**src/rtl/lsb_embed.sv**
```systemverilog
`default_nettype none
// ============================================================================
// Module   : lsb_embed
// Purpose  : Steganographic embedding stage. Reads one RGB pixel at a time
//            from the upstream pixel FIFO and replaces the LSB_BITS low bits
//            of each channel with message bits. Message bits are taken
//            MSB-first from a stream of MSG_WIDTH-bit words. When no message
//            is armed, or once it is exhausted, pixels pass through as they
//            are.
// Ports    : clk, rst (sync, active-low)
//            start/msg_len          - arm a message of msg_len bits
//            msg_word/msg_vld/msg_rdy - message word stream
//            pix_rd_req/pix_rd_vld  - FIFO read handshake
//            pix_r/pix_g/pix_b      - FIFO data, valid the cycle after the read
//            out_pix/out_vld/out_rdy - stego pixel {R,G,B} output
//            busy, done             - message armed / completion pulse
// Revision : 1.0 - initial release
// ============================================================================
module lsb_embed #(
    parameter int PIXEL_WIDTH = 8,
    parameter int MSG_WIDTH   = 32,
    parameter int LSB_BITS    = 1
) (
    input  logic                     clk,
    input  logic                     rst,
    input  logic                     start,
    input  logic [15:0]              msg_len,
    input  logic [MSG_WIDTH-1:0]     msg_word,
    input  logic                     msg_vld,
    output logic                     msg_rdy,
    output logic                     pix_rd_req,
    input  logic                     pix_rd_vld,
    input  logic [PIXEL_WIDTH-1:0]   pix_r,
    input  logic [PIXEL_WIDTH-1:0]   pix_g,
    input  logic [PIXEL_WIDTH-1:0]   pix_b,
    output logic [3*PIXEL_WIDTH-1:0] out_pix,
    output logic                     out_vld,
    input  logic                     out_rdy,
    output logic                     busy,
    output logic                     done
);

    localparam int                 c_CNT_W    = $clog2(MSG_WIDTH + 1);
    // Rounds msg_len down to a multiple of LSB_BITS (LSB_BITS is 1 or 2).
    localparam logic [15:0]        c_LEN_MASK = ~16'(LSB_BITS - 1);
    localparam logic [15:0]        c_STEP_LEN = 16'(LSB_BITS);
    localparam logic [c_CNT_W-1:0] c_STEP_CNT = c_CNT_W'(LSB_BITS);
    localparam logic [c_CNT_W-1:0] c_FULL_CNT = c_CNT_W'(MSG_WIDTH);

    typedef enum logic [2:0] {
        S_REQ = 3'd0,
        S_CAP = 3'd1,
        S_R   = 3'd2,
        S_G   = 3'd3,
        S_B   = 3'd4,
        S_OUT = 3'd5
    } state_t;

    state_t                 r_state_q,      w_state_d;
    logic [PIXEL_WIDTH-1:0] r_hold_r_q,     w_hold_r_d;
    logic [PIXEL_WIDTH-1:0] r_hold_g_q,     w_hold_g_d;
    logic [PIXEL_WIDTH-1:0] r_hold_b_q,     w_hold_b_d;
    logic [MSG_WIDTH-1:0]   r_buf_q,        w_buf_d;
    logic [c_CNT_W-1:0]     r_buf_cnt_q,    w_buf_cnt_d;
    logic [15:0]            r_bits_left_q,  w_bits_left_d;
    logic                   r_busy_q,       w_busy_d;
    logic                   r_done_q,       w_done_d;
    logic                   r_last_q,       w_last_d;
    logic                   r_pix_rd_req_q, w_pix_rd_req_d;
    logic                   r_msg_rdy_q,    w_msg_rdy_d;
    logic                   r_out_vld_q,    w_out_vld_d;

    logic                   w_active;
    logic [15:0]            w_eff_len;
    logic [PIXEL_WIDTH-1:0] w_chan;
    logic [PIXEL_WIDTH-1:0] w_chan_emb;

    // Channel currently being processed, and its embedded version.
    always_comb begin
        case (r_state_q)
            S_G:     w_chan = r_hold_g_q;
            S_B:     w_chan = r_hold_b_q;
            default: w_chan = r_hold_r_q;
        endcase
    end

    assign w_chan_emb = {w_chan[PIXEL_WIDTH-1:LSB_BITS], r_buf_q[MSG_WIDTH-1 -: LSB_BITS]};
    assign w_active   = (r_bits_left_q != '0);
    assign w_eff_len  = msg_len & c_LEN_MASK;

    always_comb begin
        w_state_d     = r_state_q;
        w_hold_r_d    = r_hold_r_q;
        w_hold_g_d    = r_hold_g_q;
        w_hold_b_d    = r_hold_b_q;
        w_buf_d       = r_buf_q;
        w_buf_cnt_d   = r_buf_cnt_q;
        w_bits_left_d = r_bits_left_q;
        w_busy_d      = r_busy_q;
        w_last_d      = r_last_q;
        w_done_d      = 1'b0;

        case (r_state_q)
            S_REQ: begin
                if (r_pix_rd_req_q && pix_rd_vld) begin
                    w_state_d = S_CAP;
                end
            end
            S_CAP: begin
                w_hold_r_d = pix_r;
                w_hold_g_d = pix_g;
                w_hold_b_d = pix_b;
                w_state_d  = S_R;
            end
            S_R, S_G, S_B: begin
                if (w_active && (r_buf_cnt_q == '0)) begin
                    // Buffer empty: wait here for the next word, one extra cycle.
                    if (r_msg_rdy_q && msg_vld) begin
                        w_buf_d     = msg_word;
                        w_buf_cnt_d = c_FULL_CNT;
                    end
                end else begin
                    if (w_active) begin
                        case (r_state_q)
                            S_R:     w_hold_r_d = w_chan_emb;
                            S_G:     w_hold_g_d = w_chan_emb;
                            default: w_hold_b_d = w_chan_emb;
                        endcase
                        w_buf_d       = r_buf_q << LSB_BITS;
                        w_buf_cnt_d   = r_buf_cnt_q - c_STEP_CNT;
                        w_bits_left_d = r_bits_left_q - c_STEP_LEN;
                        if (r_bits_left_q == c_STEP_LEN) begin
                            // Last bit goes into this pixel; drop any leftover bits.
                            w_last_d    = 1'b1;
                            w_buf_cnt_d = '0;
                        end
                    end
                    case (r_state_q)
                        S_R:     w_state_d = S_G;
                        S_G:     w_state_d = S_B;
                        default: w_state_d = S_OUT;
                    endcase
                end
            end
            S_OUT: begin
                if (out_rdy) begin
                    w_state_d = S_REQ;
                    if (r_last_q) begin
                        w_done_d = 1'b1;
                        w_busy_d = 1'b0;
                        w_last_d = 1'b0;
                    end
                end
            end
            default: w_state_d = S_REQ;
        endcase

        // Only idle blocks accept start; busy is 0 so bits_left is already 0.
        if (start && !r_busy_q) begin
            if (w_eff_len == '0) begin
                w_done_d = 1'b1;
            end else begin
                w_bits_left_d = w_eff_len;
                w_buf_cnt_d   = '0;
                w_busy_d      = 1'b1;
            end
        end

        // Outputs are registered from the next-cycle state so they line up with it.
        w_pix_rd_req_d = (w_state_d == S_REQ);
        w_out_vld_d    = (w_state_d == S_OUT);
        w_msg_rdy_d    = ((w_state_d == S_R) || (w_state_d == S_G) || (w_state_d == S_B)) &&
                         (w_bits_left_d != '0) && (w_buf_cnt_d == '0);
    end

    always_ff @(posedge clk) begin
        if (!rst) begin
            r_state_q      <= S_REQ;
            r_hold_r_q     <= '0;
            r_hold_g_q     <= '0;
            r_hold_b_q     <= '0;
            r_buf_q        <= '0;
            r_buf_cnt_q    <= '0;
            r_bits_left_q  <= '0;
            r_busy_q       <= 1'b0;
            r_done_q       <= 1'b0;
            r_last_q       <= 1'b0;
            r_pix_rd_req_q <= 1'b0;
            r_msg_rdy_q    <= 1'b0;
            r_out_vld_q    <= 1'b0;
        end else begin
            r_state_q      <= w_state_d;
            r_hold_r_q     <= w_hold_r_d;
            r_hold_g_q     <= w_hold_g_d;
            r_hold_b_q     <= w_hold_b_d;
            r_buf_q        <= w_buf_d;
            r_buf_cnt_q    <= w_buf_cnt_d;
            r_bits_left_q  <= w_bits_left_d;
            r_busy_q       <= w_busy_d;
            r_done_q       <= w_done_d;
            r_last_q       <= w_last_d;
            r_pix_rd_req_q <= w_pix_rd_req_d;
            r_msg_rdy_q    <= w_msg_rdy_d;
            r_out_vld_q    <= w_out_vld_d;
        end
    end

    assign pix_rd_req = r_pix_rd_req_q;
    assign msg_rdy    = r_msg_rdy_q;
    assign out_vld    = r_out_vld_q;
    assign out_pix    = {r_hold_r_q, r_hold_g_q, r_hold_b_q};
    assign busy       = r_busy_q;
    assign done       = r_done_q;

endmodule
`default_nettype wire

```
**config.mk**
```make
export PLATFORM = sky130hd
export DESIGN_NAME = lsb_embed
export DESIGN_NICKNAME = d
export VERILOG_FILES = /design/src/rtl/lsb_embed.sv
export SDC_FILE = /design/constraint.sdc
export NUM_CORES = 1
export LEC_CHECK = 0
export ABC_AREA = 1
export BUFFER_PORTS_ARGS = -buffer_cell sky130_fd_sc_hd__buf_2
export CORE_ASPECT_RATIO = 1.25
export CORE_UTILIZATION = 40
export DETAILED_ROUTE_END_ITERATION = 8
export RECOVER_POWER = 25
export SLEW_MARGIN = 25
export SYNTH_ARGS = -nofsm -noshare
export SYNTH_HDL_FRONTEND = slang
export SYNTH_SLANG_ARGS = --single-unit
```
**constraint.sdc**
```tcl
create_clock -name clk -period 3.56 [get_ports clk]
set_clock_uncertainty 0.2 [all_clocks]
set_input_delay 0.356 -clock clk [delete_from_list [all_inputs] [get_ports clk]]
set_output_delay 0.356 -clock clk [all_outputs]
set_load 0.1 [all_outputs]
```
Yosys cells after proc, flatten, opt, wreduce, memory -nomap -nowiden
Cells that the tools add are included.
- multiplexer cells: 48
- equal/unequal tests: 18
- reduce and logical (&&, ||, !) cells: 26
- $add $sub $neg: 2
- operators with widths (operator ; number):
    32-bit 2-to-1 mux ; 3
    16-bit 2-to-1 mux ; 5
    8-bit 2-to-1 mux ; 9
    8-bit one-hot mux with 2 select lines ; 4
    6-bit 2-to-1 mux ; 7
    16-bit nonzero test ; 2
    16-bit by 1-bit equality test with 1-bit output, second input constant ; 1
    16-bit zero test ; 1
    16-bit by 1-bit subtractor with 16-bit output, second input constant ; 1
    1-bit 2-to-1 mux ; 14
    2-bit inequality test, second input constant ; 7
    3-bit by 2-bit equality test with 1-bit output, second input constant ; 4
    3-bit equality test, second input constant ; 4
    6-bit zero test ; 2
    3-bit one-hot mux with 4 select lines ; 1
    4-bit AND reduction ; 3
    3-bit 2-to-1 mux ; 3
    1-bit logical AND ; 6
    3-bit zero test ; 2
    3-bit one-hot mux with 2 select lines ; 1
    2-bit nonzero test ; 3
    6-bit by 1-bit subtractor with 6-bit output, second input constant ; 1
    5-bit AND reduction ; 1
    3-bit by 1-bit equality test with 1-bit output, second input constant ; 1
    7 further kinds ; 8
- input bits: 78
- register bits: 87
- word-level logic and storage cells: 107
- output and inout bits: 29

Longest topological paths before layout
- depth in word-level cells: 9
- depth in mapped cells: 17
- mapped depth without buffers: 16

Least setup slack after synthesis
Ideal clock, no wire load.
- path kind: register -> register
- from: reg r_busy_q, in the netlist busy
- to: reg r_msg_rdy_q, in the netlist msg_rdy
- buffers on the path: 1
- arrival: 1.991 ns
- setup time: 0.117 ns
- clock period less this slack: 2.308 ns
- cell stages (with the launch flop): 9
- slack: 1.252 ns
- required time: 3.243 ns
- cells stage by stage: dfxtp_1 -> nor2_1 -> nand2_1 -> clkbuf_1 -> nand3_1 -> o21ai_0 -> nand3b_1 -> nor2_1 -> a21oi_1
- word-level cells in the longest chain between the ends: 6
- elaborated cells between the ends (all ways): 8
- those cells by class: 2 x mux; 6 x reduce/logical
- RTL lines (item ; line ; text):
    start, declared ; 66 ; logic r_busy_q, w_busy_d;
    start signal, assigned ; 199 ; r_busy_q <= w_busy_d;
    1-bit zero test (*) ; 159 ; if (start && !r_busy_q) begin
    1-bit logical AND (*) ; 159 ;
    16-bit 2-to-1 mux ; 159 ;
    16-bit nonzero test ; 173 ; (w_bits_left_d != '0) && (w_buf_cnt_d == '0);
    1-bit logical AND ; 172 ; w_msg_rdy_d = ((w_state_d == S_R) || (w_state_d == S_G) || (w_state_d == S_B)) &&
    1-bit logical AND (*) ; 173 ;
    end signal, assigned ; 203 ; r_msg_rdy_q <= w_msg_rdy_d;
    end, declared ; 70 ; logic r_msg_rdy_q, w_msg_rdy_d;
Mark *: on every way between the ends. The rest lies on a longest branch, timed or not.
A chain may end at the register's enable or synchronous reset.

Worst setup path after layout
- from: reg r_bits_left_q[0]
- to: reg r_msg_rdy_q, in the netlist msg_rdy
- word-level cells in the longest chain between the ends: 9
- elaborated cells between the ends (all ways): 26
- those cells by class: 1 x add/sub; 4 x eq/ne; 13 x mux; 8 x reduce/logical
- RTL lines (item ; line ; text):
    start, declared ; 65 ; logic [15:0] r_bits_left_q, w_bits_left_d;
    start signal, assigned ; 198 ; r_bits_left_q <= w_bits_left_d;
    16-bit by 1-bit subtractor with 16-bit output (tied with other cells) ; 131 ; w_bits_left_d = r_bits_left_q - c_STEP_LEN;
    16-bit 2-to-1 mux (tied with other cells) ; 123 ; if (w_active) begin
    16-bit 2-to-1 mux (tied with other cells) ; 116 ; if (w_active && (r_buf_cnt_q == '0)) begin
    16-bit 2-to-1 mux (tied with other cells) ; 103 ; case (r_state_q)
    16-bit 2-to-1 mux (tied with other cells) ; 160 ; if (w_eff_len == '0) begin
    16-bit 2-to-1 mux (tied with other cells) ; 159 ;
    16-bit nonzero test (tied with other cells) ; 173 ;
    1-bit logical AND or 6-bit zero test (tied branches) ; 172, 173 ;
    1-bit logical AND (*) ; 173 ;
Marks and branches as above.

==> summary.log <==
[power_and_ir_drop] power density of the placed cells 506 nW/um^2
[sta] worst hold-check slack 0.0822 ns
[sta] post-layout minimum cycle time 2.71 ns
[critical_path] R2R Path End msg_rdy
[critical_path] peak fanout along the critical path 36
[drt] Post-Route WL 12400 um
[floorplanning] Die Outline Area 12100 um^2
[grt] total global-route track usage 0.214
[cts] source-to-sink clock delay at the later pin of the worst-skew pair 0.33 ns
[cells_and_area] layout net count 886
[critical_path] CP max-delay cell sky130_fd_sc_hd__buf_4
[power_and_ir_drop] cell leakage power 2.50 nW
[critical_path] Crit Reg-Reg Startpoint r_bits_left_q[0]
[placement] placed cell areas 5200 um^2
[drt] number of DRC violations after detailed-routing iteration 0 248
[critical_path] data required time of the critical path 3.62 ns
[sta] PnR worst setup slack 0.847 ns
[sta] slew at the pin with the worst max-slew slack 1.20 ns
[worst_hold_path] Hold Path Cell Cnt 3
[sta] Final Cycle Share 0.762
[cts] post-CTS clock slew at the launch and capture registers of the worst setup and hold paths 0.06 ns
[placement] # placed instances 927
[floorplanning] overall die width 98.4 um
[grt] total overflow reported by the global router 0
[cts] number of buffers inserted by hold repair at cts 0
[cells_and_area] final cell count without fillers 943
[drt] via count of the routed design 4849
[yosys] cell area after technology mapping 4650 um^2
[critical_path] endpoint arrival time on the critical path 2.78 ns
[cts] clock tree sinks 87
[drt] number of antenna-violating nets in the routed design 0
[critical_path] kind of capture point of the worst setup path register
[yosys] Post-Syn Nets 800
[grt] number of global-route vias before repair 4616
[worst_hold_path] kind of path behind the tightest hold check in -> reg
[floorplanning] starting density of the core 0.415
[critical_path] critical path class reg -> reg
[cts] number of buffers inserted during clock tree synthesis 9
[critical_path] highest cell delay on the worst timing path 0.36 ns
[cts] Clock Root Buffer sky130_fd_sc_hd__clkbuf_16
[yosys] fraction of the yosys area taken by sequential cells 0.375
[sta] Final Setup Violations 0
[yosys] synthesized instance count 717
[critical_path] Critical Path, Cell by Cell inv_1 -> ha_1 -> nand2_2 -> nor2_4 -> nand2_4 -> nand2_4 -> buf_4 -> nand2_1 -> nand3_1 -> nand3_1 -> nand2_1 -> nand2_1 -> nor2_1 -> nand2_1 -> a21oi_1
[cts] Post-CTS Setup Inserts 0
[placement] count of port buffers added during placement 106
[critical_path] reg2reg setup slack 0.85 ns
[power_and_ir_drop] largest vdd supply drop 0.317 mV
[sta] worst slew margin relative to its limit 0.207
[sta] final-layout setup total negative slack 0 ns
[cells_and_area] final instance area 5520 um^2
[placement] Routability Congestion 0.851
[yosys] synth warn 0
[drt] wire per inst 13.1 um
[cells_and_area] antenna diode instance count 0
[floorplanning] IO Pins 107
[power_and_ir_drop] Tot Pwr 2.79 mW
[cts] TritonCTS clock tree done
[worst_hold_path] start point of the worst hold path msg_word[4]
[critical_path] worst r2r path cells 15
[cells_and_area] share of the core filled with cells 0.493
[placement] pre-CTS setup slack 0.887 ns
[yosys] Synth Area per Inst 6.48 um^2
[placement] placed wire-length estimate 8800 um
[drt] DRC errors left 0
[run] max-capacitance violation count 0
[cells_and_area] synthesis-to-finish area growth 18.7%
[sta] final number of hold-violating endpoints 0
[drt] average vias per placed instance 5.14
[grt] global-route wire length before repair 20900 um
[sta] max-slew violation count 0
[cts] post_cts resized 0
[worst_hold_path] Hold Crit Endpoint r_buf_q[4]
[cts] maximum clock path buffer count 2
[drt] Pre-Repair DR Iteration Count 6
[cts] H-tree depth 3
[yosys] total of flip-flops plus latches after synthesis 87
[floorplanning] Die Y-Extent 123 um
[floorplanning] CORE AREA 11200 um^2
[yosys] Netlist cell types 28
[grt] antenna violations before repair 0
[run_status] result of the run finished clean
[critical_path] CP most frequent cell sky130_fd_sc_hd__nand2_1
[grt] maximum number of pins on one net before global-route repair 64
[critical_path] critical path startpoint category register
[sta] unrepaired setup endpoints after global routing false
[floorplanning] number of standard-cell rows in the floorplan 43
[sta] Max Clock Freq 369 MHz
[cells_and_area] share of cells above drive strength 1 0.158
==> layer usage <==
metal	track usage	vias up	wire, um
met5	0	-	0
met4	0.0896	0	285
li1	-	2533	-
met3	0.0399	22	527
met2	0.371	127	5950
met1	0.260	2167	5600
==> synthesized netlist by cell type, drive strengths merged <==
cell / number / area share
nand3: 49 / 0.056
nand4: 11 / 0.015
o2111ai: 1 / 0.0019
o21bai: 1 / 0.0016
buf: 16 / 0.024
o211ai: 2 / 0.0032
nor2: 85 / 0.075
clkinv: 3 / 0.0024
a21oi: 50 / 0.054
inv: 57 / 0.046
nand2: 219 / 0.18
o21ai: 60 / 0.065
nand3b: 2 / 0.0032
nor3: 6 / 0.0065
xor2: 1 / 0.0019
a31oi: 43 / 0.058
clkbuf: 19 / 0.015
ha: 5 / 0.013
dfxtp: 87 / 0.37
==> worst max-delay path, delay by kind of cell, from the launching register on <==
family          cells  cell delay (ns)
buf+inv             2             0.48
fa+ha+maj           1             0.18
flops               1             0.32
simple gates       11             1.34
compound gates      1             0.13
==> area by class of cell <==
type | instances | area, um^2
Clock buffer | 11 | 253
Clock inverter | 5 | 104
Fill cell | 1213 | 5670
Inverter | 60 | 225
Multi-Input combinational cell | 535 | 2500
Sequential cell | 87 | 1740
Tap cell | 135 | 169
Timing Repair Buffer | 110 | 527
==> registers in the layout, indices dropped and copies added (netlist names) <==
name	flops
pix_rd_req	1
r_hold_r_q	8
r_buf_q	32
busy	1
r_last_q	1
out_vld	1
r_hold_b_q	8
r_hold_g_q	8
r_buf_cnt_q	6
r_state_q	3
r_bits_left_q	16
msg_rdy	1
done	1
==> cells by family after synthesis <==
group | after synthesis | share of synthesized area
and+or+nand+nor | 372 | 0.339
AOI/OAI and AO/OA | 157 | 0.183
xor gates and xnor gates | 1 | 0.00188
adders and majority gates | 5 | 0.0135
DFF | 87 | 0.375
buffers and inverters | 95 | 0.0875
==> cell usage in the layout (no fill, tap or decap), types with 3 or more instances in the layout <==
cell type and count:
sky130_fd_sc_hd__a21oi_1 50, sky130_fd_sc_hd__a31oi_1 43, sky130_fd_sc_hd__buf_2 79, sky130_fd_sc_hd__buf_4 4, sky130_fd_sc_hd__bufinv_16 3, sky130_fd_sc_hd__clkbuf_1 27
sky130_fd_sc_hd__clkbuf_16 9, sky130_fd_sc_hd__dfxtp_1 87, sky130_fd_sc_hd__ha_1 5, sky130_fd_sc_hd__inv_1 49, sky130_fd_sc_hd__inv_2 9, sky130_fd_sc_hd__nand2_1 210
sky130_fd_sc_hd__nand2_2 7, sky130_fd_sc_hd__nand3_1 46, sky130_fd_sc_hd__nand3_2 3, sky130_fd_sc_hd__nand4_1 11, sky130_fd_sc_hd__nor2_1 77, sky130_fd_sc_hd__nor2_2 6
sky130_fd_sc_hd__nor3_1 6, sky130_fd_sc_hd__o21ai_0 47, sky130_fd_sc_hd__o21ai_1 13
==> where the power goes <==
| group | internal [mW] | total, mW | switching (mW) |
|---|---|---|---|
| Combinational | 0.148 | 0.614 | 0.466 |
| Clock | 0.724 | 1.11 | 0.386 |
| Sequential | 1.03 | 1.07 | 0.0414 |
| Total | 1.90 | 2.79 | 0.893 |
==> worst max path at each step <==
stage / start / end / slack, ns / cells past startpoint
global placement: r_bits_left_q[0] / msg_rdy / 0.93 / 15
floorplan: busy / msg_rdy / 1.25 / 8
finish: r_bits_left_q[0] / msg_rdy / 0.85 / 15
detailed placement: r_bits_left_q[0] / msg_rdy / 0.89 / 15
CTS: r_bits_left_q[0] / msg_rdy / 0.86 / 15
global route: r_bits_left_q[0] / msg_rdy / 0.58 / 15
Power figures use the tool's default switching activity.
